File: src/rtl/mult_share_pkg.sv
// Shared types and constants for the multiplier-sharing controller.
package mult_share_pkg;

  localparam int OP_W       = 4;
  localparam int PROD_W     = 8;
  localparam int ID_W       = 1;
  localparam int SETTLE_MAX = 15;

  typedef enum logic [1:0] {
    IDLE = 2'd0,
    CALC = 2'd1,
    RESP = 2'd2
  } state_t;

endpackage

File: src/rtl/rr_arb2.sv
// Two-input round-robin arbiter. Purely combinational; a lone request always
// wins, a tie goes to the input that did not win last time.
module rr_arb2 (
  input  logic [1:0] req,
  input  logic       last_grant,
  input  logic       en,
  output logic [1:0] gnt
);

  // One-hot grant selection, suppressed entirely when not enabled.
  always_comb begin
    gnt = 2'b00;
    if (en) begin
      case (req)
        2'b01:   gnt = 2'b01;
        2'b10:   gnt = 2'b10;
        2'b11:   gnt = last_grant ? 2'b01 : 2'b10;
        default: gnt = 2'b00;
      endcase
    end
  end

endmodule

File: src/rtl/mult_share_ctrl.sv
// Shares one combinational 4x4 multiplier between two requesters: arbitrates,
// holds operands on the multiplier bus, waits SETTLE_CYC cycles, captures the
// product and returns it with the owner ID over a back-pressurable channel.
module mult_share_ctrl
  import mult_share_pkg::*;
#(
  parameter int SETTLE_CYC = 1,
  parameter int CNT_W      = 8
) (
  input  logic              clk,
  input  logic              rst_n,
  input  logic              req0_valid,
  output logic              req0_ready,
  input  logic [OP_W-1:0]   req0_a,
  input  logic [OP_W-1:0]   req0_b,
  input  logic              req1_valid,
  output logic              req1_ready,
  input  logic [OP_W-1:0]   req1_a,
  input  logic [OP_W-1:0]   req1_b,
  output logic [OP_W-1:0]   mul_a,
  output logic [OP_W-1:0]   mul_b,
  input  logic [PROD_W-1:0] mul_p,
  output logic              rsp_valid,
  input  logic              rsp_ready,
  output logic [PROD_W-1:0] rsp_product,
  output logic [ID_W-1:0]   rsp_id,
  output logic              busy,
  output logic [CNT_W-1:0]  done_cnt
);

  // Out-of-range settle values are clamped so the 4-bit counter never wraps.
  localparam int SETTLE_EFF = (SETTLE_CYC < 1) ? 1 :
                              ((SETTLE_CYC > SETTLE_MAX) ? SETTLE_MAX : SETTLE_CYC);
  localparam logic [3:0] SETTLE_INIT = 4'(SETTLE_EFF - 1);

  state_t            state;
  state_t            state_nxt;
  logic [OP_W-1:0]   op_a;
  logic [OP_W-1:0]   op_b;
  logic [PROD_W-1:0] result;
  logic              last_grant;
  logic [3:0]        settle_cnt;
  logic [1:0]        gnt;
  logic              accept;
  logic [ID_W-1:0]   acc_id;
  logic              settle_done;
  logic              rsp_fire;

  rr_arb2 u_arb (
    .req        ({req1_valid, req0_valid}),
    .last_grant (last_grant),
    .en         (state == IDLE),
    .gnt        (gnt)
  );

  // The arbiter only grants a requester that is valid, so any grant is a handshake.
  assign req0_ready  = gnt[0];
  assign req1_ready  = gnt[1];
  assign accept      = |gnt;
  assign acc_id      = gnt[1];
  assign settle_done = (settle_cnt == 4'd0);
  assign rsp_fire    = (state == RESP) && rsp_ready;

  assign mul_a       = op_a;
  assign mul_b       = op_b;
  assign rsp_valid   = (state == RESP);
  assign rsp_product = result;
  assign busy        = (state != IDLE);

  // State register.
  always_ff @(posedge clk or negedge rst_n) begin
    if (!rst_n) begin
      state <= IDLE;
    end else begin
      state <= state_nxt;
    end
  end

  // Next-state: accept -> settle -> hold response until consumed.
  always_comb begin
    state_nxt = state;
    case (state)
      IDLE:    if (accept)      state_nxt = CALC;
      CALC:    if (settle_done) state_nxt = RESP;
      RESP:    if (rsp_ready)   state_nxt = IDLE;
      default: state_nxt = IDLE;
    endcase
  end

  // Latch the winner's operands and identity; they stay on the bus until the next accept.
  always_ff @(posedge clk or negedge rst_n) begin
    if (!rst_n) begin
      op_a       <= '0;
      op_b       <= '0;
      rsp_id     <= '0;
      last_grant <= 1'b1;
    end else if (accept) begin
      op_a       <= gnt[1] ? req1_a : req0_a;
      op_b       <= gnt[1] ? req1_b : req0_b;
      rsp_id     <= acc_id;
      last_grant <= acc_id;
    end
  end

  // Count down the settle window while the multiplier output propagates.
  always_ff @(posedge clk or negedge rst_n) begin
    if (!rst_n) begin
      settle_cnt <= 4'd0;
    end else if (accept) begin
      settle_cnt <= SETTLE_INIT;
    end else if ((state == CALC) && !settle_done) begin
      settle_cnt <= settle_cnt - 4'd1;
    end
  end

  // Capture the settled product on the last CALC cycle.
  always_ff @(posedge clk or negedge rst_n) begin
    if (!rst_n) begin
      result <= '0;
    end else if ((state == CALC) && settle_done) begin
      result <= mul_p;
    end
  end

  // Count consumed responses, wrapping naturally.
  always_ff @(posedge clk or negedge rst_n) begin
    if (!rst_n) begin
      done_cnt <= '0;
    end else if (rsp_fire) begin
      done_cnt <= done_cnt + CNT_W'(1);
    end
  end

endmodule

File: config.mk
export PLATFORM = sky130hd
export DESIGN_NAME = mult_share_ctrl
export DESIGN_NICKNAME = d
export VERILOG_FILES = /design/src/rtl/mult_share_pkg.sv /design/src/rtl/rr_arb2.sv /design/src/rtl/mult_share_ctrl.sv
export SDC_FILE = /design/constraint.sdc
export NUM_CORES = 1
export LEC_CHECK = 0
export BUFFER_PORTS_ARGS = -buffer_cell sky130_fd_sc_hd__buf_2
export CAP_MARGIN = 20
export CORE_MARGIN = 3
export CORE_UTILIZATION = 27
export CTS_CLUSTER_SIZE = 14
export DETAILED_ROUTE_END_ITERATION = 6
export PLACE_DENSITY = 0.59
export RECOVER_POWER = 100
export SLEW_MARGIN = 10
export SYNTH_ARGS = -nofsm -noshare
export SYNTH_HDL_FRONTEND = slang
export SYNTH_SLANG_ARGS = --single-unit
File: constraint.sdc
create_clock -name clk -period 4.32 [get_ports clk]
set_clock_uncertainty 0.2 [all_clocks]
set_input_delay 0 -clock clk [delete_from_list [all_inputs] [get_ports clk]]
set_output_delay 0 -clock clk [all_outputs]
set_load 0.01 [all_outputs]
* Yosys cells after proc, flatten, opt, wreduce, memory -nomap -nowiden
Cells that the tools add are included.
Word-level totals: register bits after elaboration 32, input port bits 29, output and inout port bits 29, word-level logic and storage cells 39
Operators by class: $add $sub $neg 2, equality and inequality tests 8, muxes and demuxes 11, reductions and logical operators 10
Operator list (count):
- $mux 4 | 4
- $pmux 2 s3 | 2
- $mux 2 | 5
- $add 8x1->8 const B | 1
- $eq 2x2->1 const B | 3
- $eq 2x1->1 const B | 2
- $logic_not 4->1 | 1
- $ne 2x2->1 const B | 2
- $reduce_bool 2->1 | 2
- $sub 4x1->4 const B | 1
- $logic_and 1x1->1 | 3
- $reduce_and 3->1 | 1
- $logic_not 2->1 | 1
- $ne 2x1->1 const B | 1
- $reduce_or 2->1 | 1
- $logic_not 1->1 | 1

* Longest topological paths before layout
word-level depth 6, mapped depth 5, depth with buffers taken out 5

* Modules after synthesis
A second synthesis with hierarchy kept.
Second synthesis, totals: cells, all modules 127, area, all modules 1482.7 um2
By module, submodules not included:
- mult_share_ctrl | instances 1, cells each 122, area each 1461.4 um2, sequential area each 802.0 um2
- rr_arb2 | instances 1, cells each 5, area each 21.3 um2, sequential area each 0.0 um2

* Least setup slack after synthesis
OpenSTA, ideal clock, no wires.
path type register -> register, from register settle_cnt[0], to register result[0], in the netlist rsp_product[0], setup time 0.125 ns, arrival 1.282 ns, data required time 3.995 ns, path slack 2.713 ns, stages on the path, launching flop included 6, buffers on the path 0, clock period less this slack 1.607 ns, cell sequence dfrtp_1 inv_1 ha_1 nor3b_2 nand2_2 mux2_2
On the way: cells in the longest elaborated chain, start to end 2
RTL lines:
- from (decl) | RTL line mult_share_ctrl.sv:42 | logic [3:0] settle_cnt;
- from (signal assigned) | RTL line mult_share_ctrl.sv:112 | settle_cnt <= settle_cnt - 4'd1;
- $logic_not 4->1 | RTL line mult_share_ctrl.sv:61 | assign settle_done = (settle_cnt == 4'd0);
- $logic_and 1x1->1 | RTL line mult_share_ctrl.sv:120 | end else if ((state == CALC) && settle_done) begin
- to (signal assigned) | RTL line mult_share_ctrl.sv:121 | result <= mul_p;
- to (decl) | RTL line mult_share_ctrl.sv:40 | logic [PROD_W-1:0] result;
No other way between the ends. A chain may end at the register's enable or synchronous reset.

* Final worst setup path
from register state[0], to register op_b[2], in the netlist mul_b[2]
On the way: cells in the longest elaborated chain, start to end 3, elaborated cells on any way between the ends 4, those cells by class 2 x mux; 2 x reduce/logical
RTL lines:
- from (decl) | RTL line mult_share_ctrl.sv:36 | state_t state;
- from (signal assigned) | RTL line mult_share_ctrl.sv:75 | state <= state_nxt;
- $logic_not 2->1 * | RTL line mult_share_ctrl.sv:52 | .en (state == IDLE),
- $mux 2 * | RTL line rr_arb2.sv:13 | if (en) begin
- $mux 4 / $reduce_or 2->1 (equally long branches) | RTL line mult_share_ctrl.sv:99, mult_share_ctrl.sv:59
- to (signal assigned) | RTL line mult_share_ctrl.sv:99 | op_b <= gnt[1] ? req1_b : req0_b;
- to (decl) | RTL line mult_share_ctrl.sv:39 | logic [OP_W-1:0] op_b;
Every way passes the cells marked *; elsewhere a longest branch is shown, timed or not.

==> impl_metrics.py <==
metrics = {
    "cells_and_area": {
        "antenna-diode-count": 0,
        "fin_util_pct": 41.79,
        "drive_gt1_share_pct": 21.15,
        "area_growth_syn_to_layout_pct": 44.74,
        "fill_cells": 535,
        "finalNonFillerCells": 297,
        "nets": 258,
    },
    "clock_tree": {
        "clkLatencyLatePin_ns": 0.28,
        "holdBufCountCts": 30,
        "clk_path_buf_depth": 2,
        "cts_tree": "yes",
        "clock_sinks": 32,
        "clk_pin_slew_ns": 0.07,
        "cts_setup_buffers": 0,
        "cts_root_buf": "clkbuf_8",
        "cts_buffers": 5,
        "cts_resized": 0,
        "htree_levels": 2,
    },
    "power": {
        "p_int_uw": 889.4,
        "switching_share_pct": 35.89,
        "seq_power_share_pct": 37.0,
        "power_density_nw_per_um2": 629.9,
        "ir_drop_uv": 285.1,
        "combPwrFrac_pct": 42.6,
        "p_sw_uw": 497.8,
        "leakage_uw": 0.001001,
        "p_clk_share_pct": 20.4,
        "finalPower_uw": 1387,
    },
    "critical_path": {
        "worstPathArrival_ns": 2.78,
        "cp_cell_sequence": "nor2_1 > o21ai_0 > o311ai_0 > dlygate4sd3_1",
        "path_delay_family": "compound AO/OA/AOI/OAI gates",
        "critPathBufInv": 1,
        "path_class": "reg2reg",
        "crit_path_end_kind": "register",
        "max_stage_delay_ns": 0.59,
        "cp.required_ns": 4.34,
        "crit_path_top_delay_cell": "dlygate4sd3_1",
        "rrSetupSlack_ns": 1.55,
        "startpoint_type": "register",
        "r2r_end": "mul_b[2]$_DFFE_PN0P_",
        "worstPathMaxFanout": 12,
        "r2r_cells": 4,
        "reg2reg_from": "state[0]$_DFFE_PN0P_",
    },
    "synthesis": {
        "synth_cell_types": 32,
        "async_flop_share_pct": 100.0,
        "yosys.area.top_type": "dfrtp_1",
        "yosys_warnings": 0,
        "syn_nets": 169,
        "avgSynthCellArea_sq_um": 11.11,
        "ys_seq_elements": 32,
        "yosysSeqAreaShare_pct": 52.71,
        "synthFlopType": "dfrtp_1",
        "syn_inst": 137,
        "synthTopCellsByArea": "dfrtp_1, mux2_2, o21ai_0",
        "synth_edf_count": 0,
        "syn-cell-area_sq_um": 1521,
        "synth_top_area_share_pct": 50.99,
    },
    "placed_design": {
        "gp_congestion": 0.7797,
        "dp_hpwl_um": 2544,
        "place_inst": 259,
        "io_buffers": 57,
    },
    "detailed_routing": {
        "viasPerCell": 4.481,
        "routedWlPerCell_um": 13.02,
        "drc": 0,
        "antenna_left": 0,
        "wirelength_um": 3868,
        "firstDrtPassIters": 4,
        "dr.first_iter.drc_count": 38,
        "vias": 1331,
    },
    "sta": {
        "slew_viol_final": 33,
        "hold_viol_final": 0,
        "rsz0062_at_grt": "no",
        "slew-limit-headroom_pct": -20.33,
        "tightest_slew_ns": 1.805,
        "finalCritPeriodShare_pct": 64.02,
        "hold_ws_ns": 0.2201,
        "period_minus_slack_ns": 2.766,
        "setup_viol": 0,
        "fmax_mhz": 361.6,
        "fin_tns_setup_ns": 0,
    },
    "floorplanning": {
        "die_y_um": 81.07,
        "top_level_ports": 58,
        "dieArea_sq_um": 6572,
        "core_region_area_sq_um": 5270,
        "die_w_um": 81.07,
        "start_util_pct": 28.87,
        "fp-row-count": 26,
    },
    "grt": {
        "grt_pass1_wl_um": 6327,
        "antenna_found_initial": 0,
        "grt_pass1_vias": 1353,
        "grt_usage_pct": 12.59,
        "grt_max_degree": 33,
        "overflow": 0,
    },
    "status": {
        "status": "finished with violations",
        "failed_checks": "capacitance limit, slew limit",
    },
    "min_path": {
        "whs_path_depth": 3,
        "hold_path_class": "in2reg",
        "hold_start": "req1_valid",
        "min_to": "last_grant$_DFFE_PN1P_",
    },
    "flow_run": {
        "drv_cap": 1,
    },
}
==> cell usage after synthesis (2+ instances only) <==
cell type  count
nor2_1         5
nand4_1        8
ha_1           3
nand3_1        4
xor2_1         5
o21ai_0       14
and2b_1        2
mux2i_1        2
inv_1         13
nand2_1        7
o311ai_1       8
a21oi_1        3
dfrtp_1       31
nor3_1         3
mux2_2         9
a21o_2         2
xnor2_1        2
clkbuf_1       2
==> tightest hold or removal path: stages <==
cell and delay (ns):
buf_2 0.17, and3_1 0.29, a21o_2 0.23
==> flip-flops by register name, indices dropped and copies added (netlist names) <==
register,count
done_cnt,8
rsp_product,8
mul_a,4
mul_b,4
settle_cnt,4
state,2
last_grant,1
rsp_id,1
==> worst max path at each step <==
stage / start / to / cells past startpoint
floorplan: settle_cnt[0]$_DFFE_PN0P_ / rsp_product[0]$_DFFE_PN0P_ / 5
global placement: state[1]$_DFFE_PN0P_ / mul_b[2]$_DFFE_PN0P_ / 4
detailed placement: state[1]$_DFFE_PN0P_ / mul_b[1]$_DFFE_PN0P_ / 4
CTS: state[1]$_DFFE_PN0P_ / mul_a[3]$_DFFE_PN0P_ / 5
global route: state[0]$_DFFE_PN0P_ / mul_b[1]$_DFFE_PN0P_ / 4
finish: state[0]$_DFFE_PN0P_ / mul_b[2]$_DFFE_PN0P_ / 4
==> layer usage <==
metal / up-vias / GRT usage, % / share of wire [%]
met5: - / 0 / 0
met4: 0 / 4.054 / 1.6
met3: 5 / 3.437 / 5.0
met2: 28 / 20.94 / 48
met1: 634 / 15.80 / 45
li1: 664 / - / -
==> stage by stage <==
| stage | cell area (sq um) | setup WS, ns |
|---|---|---|
| CTS | 2271 | 1.634 |
| global placement | 1863 | 2.321 |
| global route | 2202 | 1.315 |
| floorplan | 1521 | 2.713 |
| detailed placement | 1863 | 2.274 |
| finish | 2202 | 1.554 |
==> cell families (layout without fill, tap and decap cells) <==
family / after synthesis / in the layout / share of synthesized area (%)
buffers and inverters: 18 / 108 / 5.263
AO/OA/AOI/OAI: 28 / 28 / 11.92
adder cells (fa/ha/maj): 3 / 3 / 2.467
multiplexers: 11 / 11 / 7.977
XOR/XNOR: 7 / 7 / 4.030
flip-flops: 32 / 32 / 52.71
AND/OR/NAND/NOR: 38 / 38 / 15.63
==> placed cells by master (no fill, tap or decap), drive strengths merged <==
master and n:
nor2 5, inv 13, nand2 9, mux2 9
nor3 3, bufinv 1, mux2i 2, dlygate4sd3 30
a21o 2, nand3 4, nor4 1, clkbuf 36
nand4b 1, nand4 8, and3 1, nand2b 1
dfstp 1, and2b 2, nor3b 1, clkinv 1
or3b 1, xor2 5, or3 1, dfrtp 31
xnor2 2, a21oi 3, buf 27, o21ai 15
ha 3, o311ai 8
==> layout make-up <==
| type | instances | area, sq um | area share [%] |
|---|---|---|---|
| flip-flops and latches | 32 | 802.0 | 36.42 |
| multi-input cells | 87 | 608.1 | 27.61 |
| repair buffers | 87 | 548.0 | 24.89 |
| well taps | 70 | 87.58 | 3.977 |
| clock buffers | 6 | 72.57 | 3.295 |
| inverters | 13 | 48.80 | 2.216 |
| clock inverters | 2 | 35.03 | 1.591 |
==> power groups by stage <==
stage	clock (uW)	sequential (uW)	combinational (uW)
6_report	283	513	591
5_1_grt	308	534	667
4_1_cts	292	515	651
3_5_place_dp	0	520	559
3_3_place_gp	0	516	551
2_1_floorplan	0	555	336
(Power assumes the default switching activity.)
